===== src/rtl/irq_controller.sv =====
// irq_controller: NUM_SRC-source interrupt controller with fixed priority and a vector/ack handshake.
// Define IRQ_CONTROLLER_LEVEL_EN to add the per-source level-sensitive MODE register at offset 3.
module irq_controller #(
  parameter int          NUM_SRC   = 4,
  parameter int          VEC_W     = 4,
  parameter logic [63:0] BASE_ADDR = 64'h0000_0000_0000_2100
) (
  input  logic               clk,
  input  logic               reset_n,
  input  logic [NUM_SRC-1:0] irq_src,
  output logic [VEC_W-1:0]   interrupt_vector,
  input  logic               interrupt_ack,
  input  logic [63:0]        bus_address,
  input  logic               bus_write_enable,
  input  logic               bus_read_enable,
  input  logic [63:0]        bus_write_data,
  output logic [63:0]        bus_read_data,
  output logic               irq_pending_any
);
  typedef enum logic [1:0] {IDLE, PRESENT, GAP} state_t;
  state_t             state_q, state_d;
  logic [NUM_SRC-1:0] src_dly_q, pending_q, pending_d, enable_q, enable_d, mode_q;
  logic [NUM_SRC-1:0] rise, cand, vec_oh, clr;
  logic [VEC_W-1:0]   vec_q, vec_d, win;
  logic [63:0]        rdata_q, rdata_d;
  logic               sel, wr, rd;
  logic [1:0]         off;
  logic               unused_bits;
`ifdef IRQ_CONTROLLER_LEVEL_EN
  logic [NUM_SRC-1:0] mode_d;
  always_ff @(posedge clk) mode_q <= !reset_n ? '0 : mode_d;
  always_comb mode_d = (wr && off == 2'd3) ? bus_write_data[NUM_SRC-1:0] : mode_q;
`else
  assign mode_q = '0;
`endif
  assign unused_bits = ^{bus_write_data[63:NUM_SRC], bus_address[1:0]};
  always_comb begin
    rise    = irq_src & ~src_dly_q;
    cand    = pending_q & enable_q;
    sel     = bus_address[63:4] == BASE_ADDR[63:4];
    wr      = sel & bus_write_enable;
    rd      = sel & bus_read_enable;
    off     = bus_address[3:2];
    win     = '0;
    for (int i = NUM_SRC - 1; i >= 0; i--) if (cand[i]) win = VEC_W'(i + 1);
    for (int i = 0; i < NUM_SRC; i++) vec_oh[i] = vec_q == VEC_W'(i + 1);
    clr     = ((wr && off == 2'd0) ? bus_write_data[NUM_SRC-1:0] : '0) |
              ((state_q == PRESENT && interrupt_ack) ? vec_oh : '0);
    // a rising edge wins over any clear landing in the same cycle; level sources just follow the line
    pending_d = (mode_q & irq_src) | (~mode_q & ((pending_q & ~clr) | rise));
    enable_d  = (wr && off == 2'd1) ? bus_write_data[NUM_SRC-1:0] : enable_q;
    rdata_d   = !rd ? rdata_q :
                off == 2'd0 ? 64'(pending_q) :
                off == 2'd1 ? 64'(enable_q) :
                off == 2'd2 ? 64'(vec_q) : 64'(mode_q);
    state_d = state_q;
    vec_d   = vec_q;
    case (state_q)
      IDLE:    if (cand != '0) begin
                 state_d = PRESENT;
                 vec_d   = win;
               end
      PRESENT: if (interrupt_ack) begin
                 state_d = GAP;
                 vec_d   = '0;
               end else if (~|(cand & vec_oh)) begin
                 state_d = IDLE;
                 vec_d   = '0;
               end
      default: begin
                 state_d = IDLE;
                 vec_d   = '0;
               end
    endcase
  end
  always_ff @(posedge clk) begin
    if (!reset_n) begin
      state_q   <= IDLE;
      vec_q     <= '0;
      src_dly_q <= '0;
      pending_q <= '0;
      enable_q  <= '0;
      rdata_q   <= '0;
    end else begin
      state_q   <= state_d;
      vec_q     <= vec_d;
      src_dly_q <= irq_src;
      pending_q <= pending_d;
      enable_q  <= enable_d;
      rdata_q   <= rdata_d;
    end
  end
  assign interrupt_vector = vec_q;
  assign bus_read_data    = rdata_q;
  assign irq_pending_any  = |cand;
endmodule


===== config.mk =====
export PLATFORM = sky130hd
export DESIGN_NAME = irq_controller
export DESIGN_NICKNAME = d
export VERILOG_FILES = /design/src/rtl/irq_controller.sv
export SDC_FILE = /design/constraint.sdc
export NUM_CORES = 1
export LEC_CHECK = 0
export BUFFER_PORTS_ARGS = -buffer_cell sky130_fd_sc_hd__clkbuf_2
export CAP_MARGIN = 20
export CORE_ASPECT_RATIO = 0.6
export CORE_MARGIN = 10
export CORE_UTILIZATION = 34
export CTS_CLUSTER_SIZE = 24
export DETAILED_ROUTE_END_ITERATION = 10
export GPL_ROUTABILITY_DRIVEN = 0
export PLACE_DENSITY = 0.82
export SLEW_MARGIN = 20
export SYNTH_ARGS = -nofsm -noshare
export SYNTH_HDL_FRONTEND = slang
export SYNTH_SLANG_ARGS = --single-unit

===== constraint.sdc =====
create_clock -name clk -period 1.8 [get_ports clk]
set_input_delay 0.27 -clock clk [delete_from_list [all_inputs] [get_ports clk]]
set_output_delay 0.27 -clock clk [all_outputs]
set_load 0.01 [all_outputs]

==> Word-level counts from Yosys, hierarchy flattened <==
Cells that the tools add are included.
{ "classes": {"eq_ne": 10, "mux": 17, "bitwise_logic": 10, "reduce_logical": 9} }
{ "ops": {"columns": ["cell", "n"], "rows": [
  ["equality test 60 x 10 -> 1 bit, second input constant", 1],
  ["2-to-1 mux 4 bit", 8],
  ["AND 4 bit", 4],
  ["2-to-1 mux 3 bit", 4],
  ["equality test 4 x 2 -> 1 bit, second input constant", 2],
  ["NOT 4 bit", 2],
  ["OR 4 bit", 2],
  ["one-hot mux 4 bit (2 select lines)", 1],
  ["OR reduction 4 bit", 2],
  ["2-to-1 mux 2 bit", 3],
  ["equality test 2 x 1 -> 1 bit, second input constant", 2],
  ["equality test 4 x 1 -> 1 bit, second input constant", 1],
  ["equality test 4 x 3 -> 1 bit, second input constant", 1],
  ["zero test 2 bit", 2],
  ["one-hot mux 2 bit (2 select lines)", 1],
  ["nonzero test 4 bit", 1],
  ["logical AND 1 bit", 3],
  ["inequality test 3 bit, second input constant", 1],
  ["AND 1 bit", 2],
  ["equality test 2 bit, second input constant", 1],
  ["inequality test 2 bit, second input constant", 1],
  ["AND reduction 2 bit", 1]
]} }
{ "totals": {"regBits": 82, "in_bits": 137} }

==> Longest topological paths before layout <==
Gate-level depths: netlist (run 1).
{ "depth": {"word_depth": 8, "ltp_mapped": 5} }

==> Worst setup path after synthesis (run 1) <==
Ideal clock, no wire load.
{ "synth_path": {"kind": "in2reg", "start": "in bus_address[5]", "end": "reg rdata_q[0] (netlist: bus_read_data[0])", "setup_time_ns": 0.072, "arrival_ns": 1.407, "setup_slack_ns": 0.321, "path_stages": 4, "n_path_buf": 0, "path_cell_list": "nor4_2 > nand4_2 > nor4_4 > mux2i_1"} }
{ "synth_between": {"elab_chain_cells": 2} }
{ "synth_lines": {"columns": ["item", "line_no", "text"], "rows": [
  ["start: declaration", "13", "input logic [63:0] bus_address,"],
  ["equality test 60 x 10 -> 1 bit", "40", "sel = bus_address[63:4] == BASE_ADDR[63:4];"],
  ["AND 1 bit", "42", "rd = sel & bus_read_enable;"],
  ["end signal: assignment", "90", "rdata_q <= rdata_d;"],
  ["end: declaration", "25", "logic [63:0] rdata_q, rdata_d;"]
]} }
No other way between the ends.
A chain may end at the register's enable or synchronous reset.

==> Worst setup path after layout (run 1) <==
{ "layout_path": {"start": "reg vec_q[2] (netlist: interrupt_vector[2])", "end": "reg pending_q[3]"} }
{ "layout_between": {"elab_chain_cells": 6} }
{ "layout_lines": {"columns": ["item", "line_no", "text"], "rows": [
  ["start: declaration", "24", "logic [VEC_W-1:0] vec_q, vec_d, win;"],
  ["start signal: assignment", "86", "vec_q <= vec_d;"],
  ["equality test 4 x 3 -> 1 bit", "46", "for (int i = 0; i < NUM_SRC; i++) vec_oh[i] = vec_q == VEC_W'(i + 1);"],
  ["2-to-1 mux 4 bit", "48", "((state_q == PRESENT && interrupt_ack) ? vec_oh : '0);"],
  ["OR 4 bit", "47", "clr = ((wr && off == 2'd0) ? bus_write_data[NUM_SRC-1:0] : '0) |"],
  ["NOT 4 bit", "50", "pending_d = (mode_q & irq_src) | (~mode_q & ((pending_q & ~clr) | rise));"],
  ["AND 4 bit", "50", null],
  ["OR 4 bit", "50", null],
  ["end signal: assignment", "88", "pending_q <= pending_d;"],
  ["end: declaration", "22", "logic [NUM_SRC-1:0] src_dly_q, pending_q, pending_d, enable_q, enable_d, mode_q;"]
]} }
No other way between the ends.

==> results of run 1 <==
==> worst max-delay path, stage by stage (launching register included) <==
cell and delay, ns:
dfxtp_1 0.48, or3b_2 0.51, o211ai_1 0.23, a2bb2oi_1 0.17
o21ai_0 0.09
==> power by group through the flow <==
stage          Combinational (uW)  Sequential (uW)  Clock, uW
3_5_place_dp                  216              506          0
2_1_floorplan                 211              501          0
4_1_cts                       217              495        323
3_3_place_gp                  211              505          0
6_report                      224              496        312
5_1_grt                       248              498        335
==> state kept, by name, summed over array words and instances, names as in the netlist <==
| register | count |
|---|---|
| src_dly_q | 4 |
| interrupt_vector | 3 |
| state_q | 2 |
| enable_q | 4 |
| pending_q | 4 |
| bus_read_data | 4 |
==> cell usage in the layout, fill, tap and decap left out, types with 4 or more instances in the layout <==
master,n
nor4_1,7
a21oi_1,5
and2_1,4
dfxtp_1,21
conb_1,61
nor4_2,7
buf_4,8
nand3_1,4
nand2_1,25
clkbuf_2,82
mux2i_1,12
inv_1,6
==> routing by layer <==
layer,up-vias,wire length (um),track usage [%]
met4,0,30,2.52
met5,-,0,0
met2,57,2770,20.7
met1,719,2150,13.0
li1,789,-,-
met3,4,360,3.54
==> through the flow <==
| stage | hold slack, ns | power (uW) | utilization [%] |
|---|---|---|---|
| finish | 0.216 | 1030 | 41.9 |
| global route | 0.219 | 1080 | 41.9 |
| CTS | 0.207 | 1030 | 41.9 |
| detailed placement | 0.461 | 723 | 41.0 |
| global placement | 0.443 | 716 | 41.0 |
| floorplan | 0.375 | 712 | - |
==> area by class of cell <==
class / count / area, sq um
fillers: 531 / 2910
multi-input cells: 172 / 1060
repair buffers: 90 / 470
flip-flops and latches: 21 / 420
well taps: 66 / 82.6
clock buffers: 4 / 45.0
inverters: 6 / 22.5
==> kinds of logic after synthesis <==
family / Yosys count
DFF: 21
and+or+nand+nor: 73
muxes: 12
other: 1
AOI/OAI and AO/OA: 26
buffers and inverters: 71
==> path summary, 6_finish.rpt <==
| kind | startpoint | end | slack (ns) | depth (start not counted) |
|---|---|---|---|---|
| worst max-delay path | interrupt_vector[2]$_SDFFE_PN0P_ | pending_q[3]$_SDFF_PN0_ | 0.21 | 4 |
| worst min-delay path | bus_write_data[1] | pending_q[1]$_SDFF_PN0_ | 0.22 | 2 |
| worst max register to register | interrupt_vector[2]$_SDFFE_PN0P_ | pending_q[3]$_SDFF_PN0_ | 0.21 | 4 |
| worst min register to register | bus_read_data[2]$_SDFFE_PN0P_ | bus_read_data[2]$_SDFFE_PN0P_ | 0.47 | 2 |
==> impl_table.tex, run 1 <==
\begin{tabular}{lr}
\hline
Metric & Value \\
\hline
\multicolumn{2}{l}{\textbf{Placed design}} \\
\quad Number of port buffers & about 80 \\
\quad Post-place setup slack & 0.0357 ns \\
\quad \# placed instances & between 300 and 400 \\
\quad DPL Wire Length & approximately 4800 um \\
\quad Cell area after placement & $\sim$2000 sq um \\
\multicolumn{2}{l}{\textbf{Clock tree}} \\
\quad Number of clock buffers inserted by TritonCTS & 3 \\
\quad Clock transition at the registers of the reported paths & approximately 0.07 ns \\
\quad CTS tree & done \\
\quad CTS HTree Levels & 1 \\
\quad Gates resized, CTS repair & 0 \\
\quad Number of buffers added for setup after CTS & 0 \\
\quad Maximum count of clock buffers along a single path & 2 \\
\quad CTS Hold Bufs & 0 \\
\quad Number of sinks driven by the clock tree & 21 \\
\quad Worst skew pair latency & about 0.26 ns \\
\quad CTS root buffer & clkbuf\_8 \\
\multicolumn{2}{l}{\textbf{Yosys}} \\
\quad Post-synthesis simple-gate area fraction & between 20 and 30\% \\
\quad Adder-cell share of the synthesized area & 0\% \\
\quad Post-synthesis cell count & around 200 \\
\quad Number of unique standard cell types used by synthesis & $\sim$40 \\
\quad Complex-gate fraction of the synthesized area & a little over a tenth \\
\quad Proportion of register bits with asynchronous set or reset after synthesis & 0\% \\
\quad Dominant combinational cell family by area after synthesis & simple AND/OR/NAND/NOR gates \\
\quad Dominant cell by count in the synthesized netlist & buf\_4 \\
\quad Leading post-synthesis cells by cell area & buf\_4, dfxtp\_1, mux2i\_1, nand2\_1, nor4\_2 \\
\quad Top FF cell, synth & dfxtp\_1 \\
\quad Count of synthesis-stage warnings from yosys & 0 \\
\quad Ranking of synthesized cells by instance count & buf\_4, nand2\_1, dfxtp\_1 \\
\quad Cell area after technology mapping & approximately 1700 sq um \\
\quad Yosys top cell by area & buf\_4 \\
\quad Mux cell area share after synthesis & approximately 6.9\% \\
\quad \#FFs+latches synth & 21 \\
\quad Number of synthesized flops with an enable pin & 0 \\
\quad Xor and xnor area share after synthesis & 0\% \\
\quad Average size of a mapped cell & between 8 and 9 sq um \\
\quad Area share of the leading cell type in the synthesized netlist & between 20\% and 30\% \\
\quad Post-synthesis sequential area ratio & between 20\% and 30\% \\
\multicolumn{2}{l}{\textbf{Min path}} \\
\quad Worst min path class & input port to register \\
\multicolumn{2}{l}{\textbf{Run}} \\
\quad Maximum capacitance violations & 0 \\
\multicolumn{2}{l}{\textbf{Timing}} \\
\quad Setup repair after global routing missed its margin & no \\
\quad Total count of max-transition violations in the final report & 0 \\
\quad Period utilisation layout & between 80 and 90\% \\
\quad Final Hold Violating Endpoints & 0 \\
\quad Setup total negative slack & 0 ns \\
\quad Maximum achievable frequency & roughly 630 MHz \\
\quad Worst Setup Slack, final & roughly 0.21 ns \\
\quad Final Skew & around 0.0018 ns \\
\quad Time the final worst path needs with I/O delays and setup & around 1.6 ns \\
\quad Count of endpoints failing setup in the final report & 0 \\
\multicolumn{2}{l}{\textbf{Power and ir drop}} \\
\quad Combinational share of power & between 20\% and 30\% \\
\quad PwrDens & slightly below 500 nW/um\^{}2 \\
\quad Register share of total power & between 40\% and 50\% \\
\quad Relative contribution of the clock network to total power & a little under a third \\
\quad Peak supply drop & $\sim$0.33 mV \\
\quad Proportion of total power due to net switching & a little under 30\% \\
\quad Internal power & between 700 and 800 uW \\
\quad Power dissipated by switching net loads & 303 uW \\
\quad Static power due to leakage & approximately 0.0010 uW \\
\multicolumn{2}{l}{\textbf{Global route}} \\
\quad Total global routing track utilization & between 10\% and 20\% \\
\quad Vias in the first global route & around 1500 \\
\quad Global route total overflow & 0 \\
\quad Antenna violations before repair & 0 \\
\quad Pin count of the biggest net entering global routing & 15 \\
\quad First-pass GRT wire length & a little under 8000 um \\
\multicolumn{2}{l}{\textbf{Floorplan}} \\
\quad Die span in x & approximately 110 um \\
\quad \# IOs & 206 \\
\quad Die area & about 8500 sq um \\
\quad Core Region & roughly 5000 sq um \\
\quad Row count & 20 \\
\quad Die span in y & 75.5 um \\
\quad Initial core utilization & 34.9\% \\
\multicolumn{2}{l}{\textbf{Routing}} \\
\quad DRC violations left & 0 \\
\quad Average via count per standard cell & about 4.4 \\
\quad Drt wl/cell & 14.8 um \\
\quad Total routed wirelength & 5310 um \\
\quad DRT Pass-1 Iters & 6 \\
\quad Violation count after the first detailed-routing iteration & 84 \\
\quad Antenna Violating Nets Remaining & 0 \\
\quad Total via count after detailed routing & approximately 1600 \\
\multicolumn{2}{l}{\textbf{Layout}} \\
\quad Cell Count, Final, Fillers Out & approximately 360 \\
\quad Nets & $\sim$430 \\
\quad Fraction of layout cells with a size suffix above 1 & 37.2\% \\
\quad Syn-to-layout area delta & 20.0\% \\
\quad Final Cell Area & $\sim$2100 sq um \\
\quad Number of diodes added for antenna fixing & 0 \\
\multicolumn{2}{l}{\textbf{Critical path}} \\
\quad Type of element capturing the critical path & register \\
\quad Maximum fanout along the worst path & 8 \\
\quad Element type at the critical path start & register \\
\quad Data arrival at the endpoint of the critical path & roughly 1.7 ns \\
\quad Required time of the worst setup path & $\sim$2.0 ns \\
\quad Worst setup path category & register to register \\
\multicolumn{2}{l}{\textbf{Run status}} \\
\quad Run status & finished clean \\
\hline
\end{tabular}
No activity file was read; power rests on OpenSTA's default activity.
==> run 2: changes to the inputs <==
--- a/config.mk
+++ b/config.mk
@@ -7,7 +7,6 @@
 export LEC_CHECK = 0
 export BUFFER_PORTS_ARGS = -buffer_cell sky130_fd_sc_hd__clkbuf_2
 export CAP_MARGIN = 20
-export CORE_ASPECT_RATIO = 0.6
 export CORE_MARGIN = 10
 export CORE_UTILIZATION = 34
 export CTS_CLUSTER_SIZE = 24
==> run 2 against run 1 <==
Maximum frequency rose by 2.2%. Die area down 1.1%. Critical path type is now register to output pin. Via count down 1.0%. Critical endpoint is now irq_pending_any.
==> impl_table.tex, run 2 (synthesized netlist as in run 1, its figures left out) <==
\begin{tabular}{lr}
\hline
Metric & Value \\
\hline
\multicolumn{2}{l}{\textbf{Routing}} \\
\quad Violation count after the first detailed-routing iteration & 19 (-77\%) \\
\quad Antenna Violating Nets Remaining & 0 (unchanged) \\
\quad Drt wl/cell & 13.5 um (-8.5\%) \\
\quad Total via count after detailed routing & 1553 (-1.0\%) \\
\quad DRT Pass-1 Iters & 4 (-2) \\
\quad Average via count per standard cell & 4.28 (-2.1\%) \\
\quad DRC violations left & 0 (unchanged) \\
\quad Total routed wirelength & 4910 um (-7.5\%) \\
\multicolumn{2}{l}{\textbf{Power and ir drop}} \\
\quad Relative contribution of the clock network to total power & 31.3\% (+1.1 points) \\
\quad Internal power & 729 uW (about the same) \\
\quad Combinational share of power & 21.2\% (-0.5 points) \\
\quad Power dissipated by switching net loads & 312 uW (+3.1\%) \\
\quad Proportion of total power due to net switching & 30.0\% (+0.66 points) \\
\quad Register share of total power & 47.5\% (-0.5 points) \\
\quad Peak supply drop & 0.508 mV (+52\%) \\
\quad Static power due to leakage & 0.00104 uW (-0.11\%) \\
\quad PwrDens & 494 nW/um\^{}2 (+0.42\%) \\
\quad Design Power & 1040 uW (+0.84\%) \\
\multicolumn{2}{l}{\textbf{Floorplan}} \\
\quad Die span in y & 91.7 um (+21\%) \\
\quad \# IOs & 206 (unchanged) \\
\quad Core Region & 5040 sq um (+0.75\%) \\
\quad Initial core utilization & 34.7\% (-0.26 points) \\
\quad Die span in x & 91.7 um (-19\%) \\
\quad Die area & 8410 sq um (-1.1\%) \\
\quad Row count & 26 (+30\%) \\
\multicolumn{2}{l}{\textbf{Timing}} \\
\quad Count of endpoints failing setup in the final report & 0 (unchanged) \\
\quad Maximum achievable frequency & 643 MHz (+2.2\%) \\
\quad Worst Max-Slew Pin Slew & between 0.5 and 0.6 ns \\
\quad Worst slack on hold paths & 0.198 ns (-0.0183 ns) \\
\quad Slew margin rel. & a little under two thirds \\
\quad Final Skew & 0.00382 ns (+0.00207 ns) \\
\quad Total count of max-transition violations in the final report & 0 (unchanged) \\
\quad Setup total negative slack & 0 ns (unchanged) \\
\quad Setup repair after global routing missed its margin & no \\
\quad Time the final worst path needs with I/O delays and setup & 1.56 ns (-0.0342 ns) \\
\quad Final Hold Violating Endpoints & 0 (unchanged) \\
\quad Worst Setup Slack, final & 0.244 ns (+0.0342 ns) \\
\quad Period utilisation layout & 86.4\% (-1.9 points) \\
\multicolumn{2}{l}{\textbf{Clock tree}} \\
\quad CTS HTree Levels & 1 (unchanged) \\
\quad CTS root buffer & clkbuf\_8 \\
\quad Number of sinks driven by the clock tree & 21 (unchanged) \\
\quad CTS Hold Bufs & 0 (unchanged) \\
\quad Worst skew pair latency & 0.27 ns (about the same) \\
\quad Maximum count of clock buffers along a single path & 2 (unchanged) \\
\quad CTS tree & done \\
\quad Clock transition at the registers of the reported paths & 0.08 ns (about the same) \\
\quad Gates resized, CTS repair & 0 (unchanged) \\
\quad Number of buffers added for setup after CTS & 0 (unchanged) \\
\quad Number of clock buffers inserted by TritonCTS & 3 (unchanged) \\
\multicolumn{2}{l}{\textbf{Critical path}} \\
\quad Critical register-to-register path startpoint & interrupt\_vector[1]\$\_SDFFE\_PN0P\_ \\
\quad Terminus of the critical flop-to-flop path & pending\_q[3]\$\_SDFF\_PN0\_ \\
\quad Maximum fanout along the worst path & 5 (-3) \\
\quad Data arrival at the endpoint of the critical path & 1.29 ns (-0.45 ns) \\
\quad Required time of the worst setup path & 1.53 ns (-0.42 ns) \\
\quad Type of element capturing the critical path & output pin \\
\quad Worst setup path category & register to output pin \\
\quad R2r setup slk & 0.31 ns (+0.10 ns) \\
\quad Worst Reg2Reg Path Length in Cells & 4 (unchanged) \\
\quad Element type at the critical path start & register \\
\multicolumn{2}{l}{\textbf{Placed design}} \\
\quad DPL Wire Length & 4430 um (-7.2\%) \\
\quad Number of port buffers & 82 (unchanged) \\
\quad Post-place setup slack & 0.0810 ns (+0.0452 ns) \\
\multicolumn{2}{l}{\textbf{Min path}} \\
\quad Worst min path class & input port to register \\
\quad Worst hold path stage count & 2 (unchanged) \\
\quad Origin of the worst min-delay path & bus\_write\_data[1] \\
\quad Capture endpoint of the worst hold path & pending\_q[1]\$\_SDFF\_PN0\_ \\
\multicolumn{2}{l}{\textbf{Global route}} \\
\quad Antenna violations before repair & 0 (unchanged) \\
\quad Total global routing track utilization & 11.0\% (-0.39 points) \\
\quad Global route total overflow & 0 (unchanged) \\
\quad Vias in the first global route & 1638 (+6.4\%) \\
\quad Pin count of the biggest net entering global routing & 18 (+3) \\
\quad First-pass GRT wire length & 7830 um (-0.44\%) \\
\multicolumn{2}{l}{\textbf{Layout}} \\
\quad Commonest non-fill, non-tap cell in the layout & clkbuf\_2 \\
\quad Highest-count cells in the layout ignoring fill and taps & clkbuf\_2, conb\_1, nand2\_1 \\
\quad Nets & 431 (unchanged) \\
\quad Filler Cell Count & 507 (-4.5\%) \\
\quad Syn-to-layout area delta & 20.5\% \\
\quad Number of diodes added for antenna fixing & 0 (unchanged) \\
\quad Post-layout utilization of the core & 41.8\% (-0.14 points) \\
\quad Fraction of layout cells with a size suffix above 1 & 37.5\% (+0.34 points) \\
\multicolumn{2}{l}{\textbf{Run status}} \\
\quad Run status & finished clean \\
\multicolumn{2}{l}{\textbf{Run}} \\
\quad Maximum capacitance violations & 0 (unchanged) \\
\hline
\end{tabular}
## run 2: worst max path at each step
stage | depth (start not counted) | startpoint | to
finish | 3 | pending_q[2]$_SDFF_PN0_ | irq_pending_any
global route | 3 | pending_q[2]$_SDFF_PN0_ | irq_pending_any
CTS | 3 | pending_q[2]$_SDFF_PN0_ | irq_pending_any
detailed placement | 5 | bus_address[58] | bus_read_data[3]$_SDFFE_PN0P_
global placement | 5 | bus_address[58] | bus_read_data[3]$_SDFFE_PN0P_
floorplan | 4 | bus_address[5] | bus_read_data[0]$_SDFFE_PN0P_
## run 2: metrics by stage
stage / std cells / instance area [sq um]
3_3_place_gp: 359 / 2060
3_5_place_dp: 359 / 2060
2_1_floorplan: 264 / 1970
5_1_grt: 363 / 2110
6_report: 363 / 2110
4_1_cts: 363 / 2110
## run 2: area by class of cell
type	count	area [sq um]	area share, %
tap	70	87.6	4.16
multi-input combinational	172	1060	50.2
inverter	6	22.5	1.07
clock buffer	3	41.3	1.96
clock inverter	1	7.51	0.356
sequential	21	420	20.0
timing repair buffer	90	470	22.3
## run 2: critical path: stages, from the launching register on
cell	delay (ns)
dfxtp_1	0.35
a22oi_1	0.29
nand3_1	0.20
clkbuf_2	0.17
## run 2: layer usage
metal,global-route usage [%],share of wire (%)
met5,0,0
met4,2.96,0.90
met2,20.1,51
met3,4.73,11
met1,11.1,37
## run 2: power groups by stage
stage          Sequential, uW  Clock (uW)  Combinational, uW
6_report                  494         326                221
5_1_grt                   497         344                245
4_1_cts                   494         333                214
3_5_place_dp              505           0                214
3_3_place_gp              504           0                210
2_1_floorplan             501           0                211
==> run 3: changes to the inputs <==
--- a/config.mk
+++ b/config.mk
@@ -13,6 +13,7 @@
 export DETAILED_ROUTE_END_ITERATION = 10
 export GPL_ROUTABILITY_DRIVEN = 0
 export PLACE_DENSITY = 0.82
+export RECOVER_POWER = 100
 export SLEW_MARGIN = 20
 export SYNTH_ARGS = -nofsm -noshare
 export SYNTH_HDL_FRONTEND = slang
==> run 3 against run 2 <==
Sequential power barely moved. Register-to-register slack barely moved. Count of clock-buffer cells in the layout did not move. Clock skew rose by 0.0021 ns. Sequential cell count did not move. Largest power group unchanged.
==> impl_table.tex, run 3 (synthesized netlist as in run 1, its figures left out) <==
\begin{tabular}{lr}
\hline
Metric & Value \\
\hline
\multicolumn{2}{l}{\textbf{Power and ir drop}} \\
\quad Peak supply drop & 0.509 mV (+0.25\%) \\
\quad Design Power & 1040 uW (-0.18\%) \\
\quad PwrDens & 507 nW/um\^{}2 (+2.7\%) \\
\quad Static power due to leakage & 0.000954 uW (-8.3\%) \\
\multicolumn{2}{l}{\textbf{Floorplan}} \\
\quad Die span in y & 91.7 um (unchanged) \\
\quad Core Region & 5040 sq um (unchanged) \\
\quad Die span in x & 91.7 um (unchanged) \\
\quad Die area & 8410 sq um (unchanged) \\
\quad \# IOs & 206 (unchanged) \\
\quad Row count & 26 (unchanged) \\
\quad Initial core utilization & 34.7\% (unchanged) \\
\multicolumn{2}{l}{\textbf{Timing}} \\
\quad Maximum achievable frequency & 645 MHz (+0.40\%) \\
\quad Time the final worst path needs with I/O delays and setup & 1.55 ns (-0.00614 ns) \\
\quad Slew margin rel. & 57.4\% (-6.2 points) \\
\quad Period utilisation layout & 86.1\% (-0.34 points) \\
\quad Final Skew & 0.00588 ns (+0.00206 ns) \\
\quad Final Hold Violating Endpoints & 0 (unchanged) \\
\quad Count of endpoints failing setup in the final report & 0 (unchanged) \\
\quad Total count of max-transition violations in the final report & 0 (unchanged) \\
\quad Setup repair after global routing missed its margin & no \\
\quad Worst Max-Slew Pin Slew & 0.639 ns (+0.100 ns) \\
\quad Setup total negative slack & 0 ns (unchanged) \\
\multicolumn{2}{l}{\textbf{Clock tree}} \\
\quad CTS tree & done \\
\quad CTS Hold Bufs & 0 (unchanged) \\
\quad Maximum count of clock buffers along a single path & 2 (unchanged) \\
\quad Gates resized, CTS repair & 0 (unchanged) \\
\quad Worst skew pair latency & 0.27 ns (about the same) \\
\quad Number of buffers added for setup after CTS & 0 (unchanged) \\
\quad CTS root buffer & clkbuf\_8 \\
\quad Number of clock buffers inserted by TritonCTS & 3 (unchanged) \\
\quad Number of sinks driven by the clock tree & 21 (unchanged) \\
\quad Clock transition at the registers of the reported paths & 0.08 ns (about the same) \\
\quad CTS HTree Levels & 1 (unchanged) \\
\multicolumn{2}{l}{\textbf{Routing}} \\
\quad DRT Pass-1 Iters & 4 (unchanged) \\
\quad Total routed wirelength & 4910 um (about the same) \\
\quad Antenna Violating Nets Remaining & 0 (unchanged) \\
\quad Total via count after detailed routing & 1555 (+0.13\%) \\
\quad Violation count after the first detailed-routing iteration & 24 (+5) \\
\quad DRC violations left & 0 (unchanged) \\
\quad Average via count per standard cell & 4.28 (+0.13\%) \\
\quad Drt wl/cell & 13.5 um (about the same) \\
\multicolumn{2}{l}{\textbf{Critical path}} \\
\quad CP max-delay cell & dfxtp\_1 \\
\quad Cells traversed along the worst timing path & a22oi\_1 -> nand3\_1 -> clkbuf\_1 \\
\quad Required time of the worst setup path & 1.53 ns (about the same) \\
\quad Element type at the critical path start & register \\
\quad Type of element capturing the critical path & output pin \\
\quad Worst setup path category & register to output pin \\
\quad Maximum fanout along the worst path & 5 (unchanged) \\
\quad Count of buffer and inverter cells on the critical path & 1 (unchanged) \\
\quad Critical Path Stages & 3 (unchanged) \\
\quad Data arrival at the endpoint of the critical path & 1.28 ns (about the same) \\
\quad Category of cells accounting for the largest share of critical-path delay & flip-flops \\
\quad Worst Reg2Reg Path Length in Cells & 4 (unchanged) \\
\quad Largest stage delay on the critical path & 0.35 ns (about the same) \\
\multicolumn{2}{l}{\textbf{Layout}} \\
\quad Final Cell Area & 2050 sq um (-2.9\%) \\
\quad Commonest non-fill, non-tap cell in the layout & clkbuf\_2 \\
\quad Filler Cell Count & 519 (+2.4\%) \\
\quad Number of diodes added for antenna fixing & 0 (unchanged) \\
\quad Fraction of layout cells with a size suffix above 1 & 32.8\% (-4.8 points) \\
\quad Highest-count cells in the layout ignoring fill and taps & clkbuf\_2, conb\_1, nand2\_1 \\
\quad Nets & 431 (unchanged) \\
\quad Syn-to-layout area delta & 17.1\% \\
\quad Combined flip-flop and latch cell area & 420 sq um (unchanged) \\
\quad Area occupied by multi-input gates & 1020 sq um (-3.4\%) \\
\multicolumn{2}{l}{\textbf{Run status}} \\
\quad Run status & finished clean \\
\multicolumn{2}{l}{\textbf{Global route}} \\
\quad First-pass GRT wire length & 7830 um (unchanged) \\
\quad Vias in the first global route & 1638 (unchanged) \\
\quad Global route total overflow & 0 (unchanged) \\
\quad Pin count of the biggest net entering global routing & 18 (unchanged) \\
\quad Total global routing track utilization & 11.0\% (unchanged) \\
\quad Antenna violations before repair & 0 (unchanged) \\
\multicolumn{2}{l}{\textbf{Placed design}} \\
\quad DPL Wire Length & 4430 um (unchanged) \\
\quad Number of port buffers & 82 (unchanged) \\
\quad Cell area after placement & 2060 sq um (unchanged) \\
\multicolumn{2}{l}{\textbf{Min path}} \\
\quad Worst hold path stage count & 2 (unchanged) \\
\quad Worst min path class & input port to register \\
\multicolumn{2}{l}{\textbf{Run}} \\
\quad Maximum capacitance violations & 0 (unchanged) \\
\hline
\end{tabular}
run 3: changes by cell type in the layout (fill, tap and decap cells not counted):
| cell | before | now |
|---|---|---|
| nor4_1 | 7 | 9 |
| and2_1 | 4 | 1 |
| nand4_1 | 3 | 4 |
| nand4_2 | 3 | 2 |
| nor4_4 | 2 | 0 |
| buf_4 | 8 | 4 |
| and2_0 | 0 | 3 |
| clkbuf_1 | 0 | 11 |
| clkbuf_2 | 82 | 75 |
run 3: metal layers:
layer  global-route usage, %  up-vias  share of wire [%]
li1                        -      788                  -
met3                    4.73        8                9.9
met2                    20.1       72                 51
met1                    11.1      687                 38
met5                       0        -                  0
met4                    2.96        0                1.2
run 3: stage by stage:
step / util [%] / cells / worst slack (ns) / hold slack, ns
after floorplan: - / 264 / 0.321 / 0.375
after global placement: 40.8 / 359 / 0.114 / 0.444
after detailed placement: 40.8 / 359 / 0.0810 / 0.459
after CTS: 41.8 / 363 / 0.240 / 0.194
after global routing: 40.6 / 363 / 0.138 / 0.205
final: 40.6 / 363 / 0.250 / 0.197
run 3: area by class of cell:
type / instances / share of cell area (%)
clock buffer: 3 / 2.02
clock inverter: 1 / 0.367
tap: 70 / 4.28
timing repair buffer: 90 / 21.8
multi-input combinational: 172 / 49.9
sequential: 21 / 20.5
inverter: 6 / 1.10
run 3: power by group:
| group | total, uW | internal (uW) | switching, uW |
|---|---|---|---|
| sequential | 494 | 480 | 14.4 |
| combinational | 219 | 90.8 | 128 |
| clock | 326 | 157 | 169 |
run 3: path summary, 6_finish.rpt:
path,from,to,slack [ns]
max,pending_q[2]$_SDFF_PN0_,irq_pending_any,0.25
min,bus_write_data[1],pending_q[1]$_SDFF_PN0_,0.20
max reg2reg,interrupt_vector[1]$_SDFFE_PN0P_,pending_q[3]$_SDFF_PN0_,0.31
min reg2reg,bus_read_data[0]$_SDFFE_PN0P_,bus_read_data[0]$_SDFFE_PN0P_,0.46
